**src/rtl/imem_ctrl_pkg.sv**
```systemverilog
// Shared definitions for the instruction-memory boot controller, the
// instruction memory and the CPU top.
package imem_ctrl_pkg;

  // Default instruction-memory geometry (4096 x 32).
  localparam int unsigned IMEM_ADDR_W = 12;
  localparam int unsigned IMEM_DATA_W = 32;
  localparam int unsigned RUN_CNT_W   = 32;

  // Controller state encoding; also exported on the state port.
  typedef enum logic [1:0] {
    StIdle = 2'b00,
    StLoad = 2'b01,
    StRun  = 2'b10,
    StHalt = 2'b11
  } ctrl_state_e;

endpackage

```
**src/rtl/imem_boot_ctrl.sv**
```systemverilog
// Boot/run controller: streams a program image into instruction memory while
// holding the CPU in reset, releases it to run from PC 0, and parks it again
// on halt.
module imem_boot_ctrl
  import imem_ctrl_pkg::*;
#(
  parameter int unsigned ADDR_W = IMEM_ADDR_W,
  parameter int unsigned DATA_W = IMEM_DATA_W,
  parameter int unsigned CNT_W  = RUN_CNT_W
) (
  input  logic              clk,
  input  logic              rst,
  input  logic              ld_start,
  input  logic [ADDR_W:0]   ld_len,
  input  logic              ld_valid,
  input  logic [DATA_W-1:0] ld_data,
  output logic              ld_ready,
  output logic              mem_we,
  output logic [ADDR_W-1:0] mem_waddr,
  output logic [DATA_W-1:0] mem_wdata,
  output logic              cpu_rst_n,
  input  logic              halt_req,
  output logic [1:0]        state,
  output logic              busy,
  output logic              done,
  output logic              err,
  output logic [CNT_W-1:0]  cyc_cnt
);

  // Largest legal load: the whole memory.
  localparam logic [ADDR_W:0] MaxLen = {1'b1, {ADDR_W{1'b0}}};

  ctrl_state_e       state_q, state_d;
  logic [ADDR_W-1:0] ptr_q, ptr_d;
  // Index of the final word of the current load (len - 1).
  logic [ADDR_W-1:0] last_q, last_d;
  logic [CNT_W-1:0]  cnt_q, cnt_d;
  logic              err_q, err_d;
  logic              len_ok;

  assign len_ok = (ld_len != '0) && (ld_len <= MaxLen);

  // State and datapath registers with synchronous reset.
  always_ff @(posedge clk) begin
    if (rst) begin
      state_q <= StIdle;
      ptr_q   <= '0;
      last_q  <= '0;
      cnt_q   <= '0;
      err_q   <= 1'b0;
    end else begin
      state_q <= state_d;
      ptr_q   <= ptr_d;
      last_q  <= last_d;
      cnt_q   <= cnt_d;
      err_q   <= err_d;
    end
  end

  // Next-state logic plus the combinational memory write port.
  always_comb begin
    state_d   = state_q;
    ptr_d     = ptr_q;
    last_d    = last_q;
    cnt_d     = cnt_q;
    err_d     = err_q;
    ld_ready  = 1'b0;
    mem_we    = 1'b0;
    mem_waddr = '0;
    mem_wdata = '0;

    unique case (state_q)
      StIdle, StHalt: begin
        if (ld_start) begin
          if (len_ok) begin
            state_d = StLoad;
            ptr_d   = '0;
            // len = 2^ADDR_W has zero low bits, so this wraps to all-ones.
            last_d  = ld_len[ADDR_W-1:0] - ADDR_W'(1);
            cnt_d   = '0;
            err_d   = 1'b0;
          end else begin
            err_d = 1'b1;
          end
        end
      end
      StLoad: begin
        ld_ready  = 1'b1;
        mem_waddr = ptr_q;
        if (ld_valid) begin
          mem_we    = 1'b1;
          mem_wdata = ld_data;
          ptr_d     = ptr_q + ADDR_W'(1);
          if (ptr_q == last_q) begin
            state_d = StRun;
          end
        end
      end
      StRun: begin
        if (cnt_q != '1) begin
          cnt_d = cnt_q + CNT_W'(1);
        end
        // halt has priority; ld_start is ignored while running.
        if (halt_req) begin
          state_d = StHalt;
        end
      end
      default: state_d = StIdle;
    endcase
  end

  // Status outputs decode the registered state only.
  assign state     = state_q;
  assign busy      = (state_q == StLoad);
  assign done      = (state_q == StHalt);
  assign cpu_rst_n = (state_q == StRun);
  assign err       = err_q;
  assign cyc_cnt   = cnt_q;

endmodule

```
**config.mk**
```make
export PLATFORM = sky130hd
export DESIGN_NAME = imem_boot_ctrl
export DESIGN_NICKNAME = d
export VERILOG_FILES = /design/src/rtl/imem_ctrl_pkg.sv /design/src/rtl/imem_boot_ctrl.sv
export SDC_FILE = /design/constraint.sdc
export NUM_CORES = 1
export LEC_CHECK = 0
export ABC_AREA = 1
export BUFFER_PORTS_ARGS = -buffer_cell sky130_fd_sc_hd__buf_4
export CORE_MARGIN = 4
export CORE_UTILIZATION = 53
export DETAILED_ROUTE_END_ITERATION = 8
export GPL_ROUTABILITY_DRIVEN = 0
export HOLD_SLACK_MARGIN = 0.1
export PLACE_DENSITY = 0.9
export SYNTH_ARGS = -nofsm -noshare
export SYNTH_HDL_FRONTEND = slang
export SYNTH_SLANG_ARGS = --single-unit
```
**constraint.sdc**
```tcl
create_clock -name clk -period 2.55 [get_ports clk]
set_input_delay 0.1275 -clock clk [delete_from_list [all_inputs] [get_ports clk]]
set_output_delay 0.1275 -clock clk [all_outputs]
set_load 0.01 [all_outputs]
```
==> flow_summary.ini <==
[sta]
period_minus_slack_ns = 2.18
rsz0062_at_grt = no
setup_violations = 0
setup_slack_ns = 0.372
finalSetupTns_ns = 0
skew_ns = 0.00550
report.final.slew_viol_count = 0
fin_crit_sh_pct = 85.4
fmax_mhz = 459
max_slew_margin_pct = 47.9
hold_viol = 0
tightest_slew_ns = 0.780

[cts]
htree_levels = 3
cts_setup_buffers = 0
clockRootBuffer = clkbuf_8
cts.clk_slew.worst_paths_ns = 0.07
cts_buffer_depth = 2
cts.sinks = 59
cts-buffers-inserted = 9
clk_latency_ns = 0.35
cts_tree = done

[synthesis]
yosysWarnings = 0
ys_types = 29
syn_area_um2 = 4440
synth-seq-cells = 59
ys_seq_area_share_pct = 26.6
syn_inst = 780
syn-num-nets = 838
avgSynthCellArea_um2 = 5.69

[grt]
first_global_vias = 4450
grt-ovfl-total = 0
grt_pass1_wl_mm = 21.3
track_usage_pct = 26.2
grt_max_degree = 40
antenna_found_initial = 0

[drt]
drtPass1Iterations = 5
wl_mm = 13.2
first_iter_violations = 376
vias_per_cell = 5.04
vias = 5131
drc = 0
routedWlPerCell_um = 13.0
ant_nets = 0

[power]
ir_drop_uv = 657
p_leak_nw = 2.71
finalPower_mw = 4.33
p_per_area_nw_per_um2 = 760

[min_path]
hp-class = input pin to register
hold_path_depth = 3
min_to = last_q[6]$_SDFFE_PP0P_
hold_start = ld_len[6]

[critical_path]
rr_worst_depth = 10
crit_path_start_kind = register
r2r_slack_ns = 0.37
end_kind = register
cp_max_fo = 18
crit_type = register to register
cp.required_ns = 2.83
cp_data_arrival_time_ns = 2.45
r2r_start = state[0]$_SDFFE_PP0P_
timing.rr.end = ptr_q[2]$_SDFFE_PP0P_

[die]
die-area_um2 = 9910
start_util_pct = 54.3
pin_count = 134
die_h_um = 99.5
die_w_um = 99.5
fp-row-count = 33
core_area_um2 = 8180

[layout]
fillCellCount = 749
nets = 967
area_growth_pct = 28.4
drive_gt1_share_pct = 20.9
antenna_cells = 0
stdcell_count = 1018
final_area_um2 = 5700

[status]
status = completed

[placement]
post_dp_cell_area_um2 = 5470
placed_cells = 998
port_buffers = 133
post-place-ws_ns = 0.235
dp_hpwl_mm = 9.88

[run]
drv_cap = 0
## worst max-delay path by stage
| stage | from | to | slack, ns | cells past startpoint |
|---|---|---|---|---|
| floorplan | cyc_cnt[0]$_SDFFE_PP0P_ | cyc_cnt[13]$_SDFFE_PP0P_ | 0.69 | 12 |
| global placement | state[0]$_SDFFE_PP0P_ | cyc_cnt[26]$_SDFFE_PP0P_ | 0.32 | 9 |
| detailed placement | state[0]$_SDFFE_PP0P_ | cyc_cnt[28]$_SDFFE_PP0P_ | 0.23 | 8 |
| CTS | state[0]$_SDFFE_PP0P_ | cyc_cnt[28]$_SDFFE_PP0P_ | 0.20 | 8 |
| global route | state[0]$_SDFFE_PP0P_ | ptr_q[6]$_SDFFE_PP0P_ | 0.15 | 10 |
| finish | state[0]$_SDFFE_PP0P_ | ptr_q[2]$_SDFFE_PP0P_ | 0.37 | 10 |
## cells by family (layout without fill, tap and decap cells)
| family | count (synthesis) | in the layout | share of synthesized area, % |
|---|---|---|---|
| compound gates | 76 | 76 | 9.55 |
| simple gates | 464 | 465 | 43.1 |
| fa+ha+maj | 8 | 8 | 2.25 |
| buf+inv | 147 | 279 | 13.4 |
| xor+xnor | 26 | 26 | 5.13 |
| flops | 59 | 59 | 26.6 |
## placed cells by master, fill, tap and decap left out
cell,instances
inv_2,2
nand4_2,1
nand2_2,15
a21oi_2,10
nand2_1,233
nor2_4,5
nor2_2,2
dfxtp_1,59
xor2_1,12
dlygate4sd3_1,4
o21ai_0,25
nand4_1,4
clkbuf_8,12
nor3_1,8
ha_1,8
or2_1,1
clkbuf_1,1
a211oi_1,1
o211ai_1,1
nor2_1,157
buf_4,138
o21ai_1,3
xnor2_1,14
a31oi_1,1
clkinv_2,2
inv_1,120
nand3_1,35
nand3_2,4
a21oi_1,35
## report_power, final
| group | switching (mW) | internal (mW) |
|---|---|---|
| combinational | 1.43 | 0.778 |
| clock | 0.370 | 0.424 |
| sequential | 0.230 | 1.10 |
## state kept, by name (all words and copies together), names as in the netlist
register  cells
state         2
cyc_cnt      32
ptr_q        12
last_q       12
err           1
## worst max-delay path, cell delays in order, from the launching register on
cell and delay (ns):
dfxtp_1 0.40, inv_1 0.08, ha_1 0.37, inv_1 0.11, or2_1 0.17, nand2_1 0.09
inv_1 0.09, nand3_2 0.29, inv_1 0.28, nand2_1 0.07, a21oi_1 0.14
## layer usage
layer  global-route usage (%)  vias to the layer above  share of wire, %
met3                     7.36                       23                11
li1                         -                     2616                 -
met2                     42.1                      253                44
met5                        0                        -                 0
met4                     7.56                        0               1.8
met1                     34.3                     2239                43
## synth_stat cells (all sizes together)
library cell / instances / share of area [%]
o21ai: 28 / 3.2
a31oi: 1 / 0.14
nor3: 8 / 0.90
nand3: 39 / 4.8
nor2: 163 / 15
or2: 1 / 0.14
xor2: 12 / 2.4
nand2: 248 / 22
ha: 8 / 2.3
xnor2: 14 / 2.8
inv: 122 / 10
buf: 12 / 1.9
a211oi: 1 / 0.17
a21oi: 45 / 5.9
o211ai: 1 / 0.17
nand4: 5 / 0.85
dfxtp: 59 / 27
clkbuf: 13 / 1.1
## through the flow
step | hold slack, ns | utilization, %
3_5_place_dp | 0.409 | 66.9
6_report | 0.112 | 69.8
2_1_floorplan | 0.268 | -
4_1_cts | 0.100 | 69.6
3_3_place_gp | 0.407 | 66.9
5_1_grt | 0.146 | 69.8
## timing repair
action	4_1_cts	5_1_grt
hold buffers	4	0
resized for setup	0	1
hold endpoints to repair	4	0
endpoints found under the setup margin	0	3
## final cells by class
cell class	instances	area (um^2)	share of cell area (%)
clock buffers	13	169	2.96
clock inverters	2	10.0	0.176
inverters	122	458	8.03
multi-input cells	575	2680	47.0
flip-flops and latches	59	1180	20.7
well taps	105	131	2.30
repair buffers	142	1080	18.9
No activity file was read; power rests on OpenSTA's default activity.
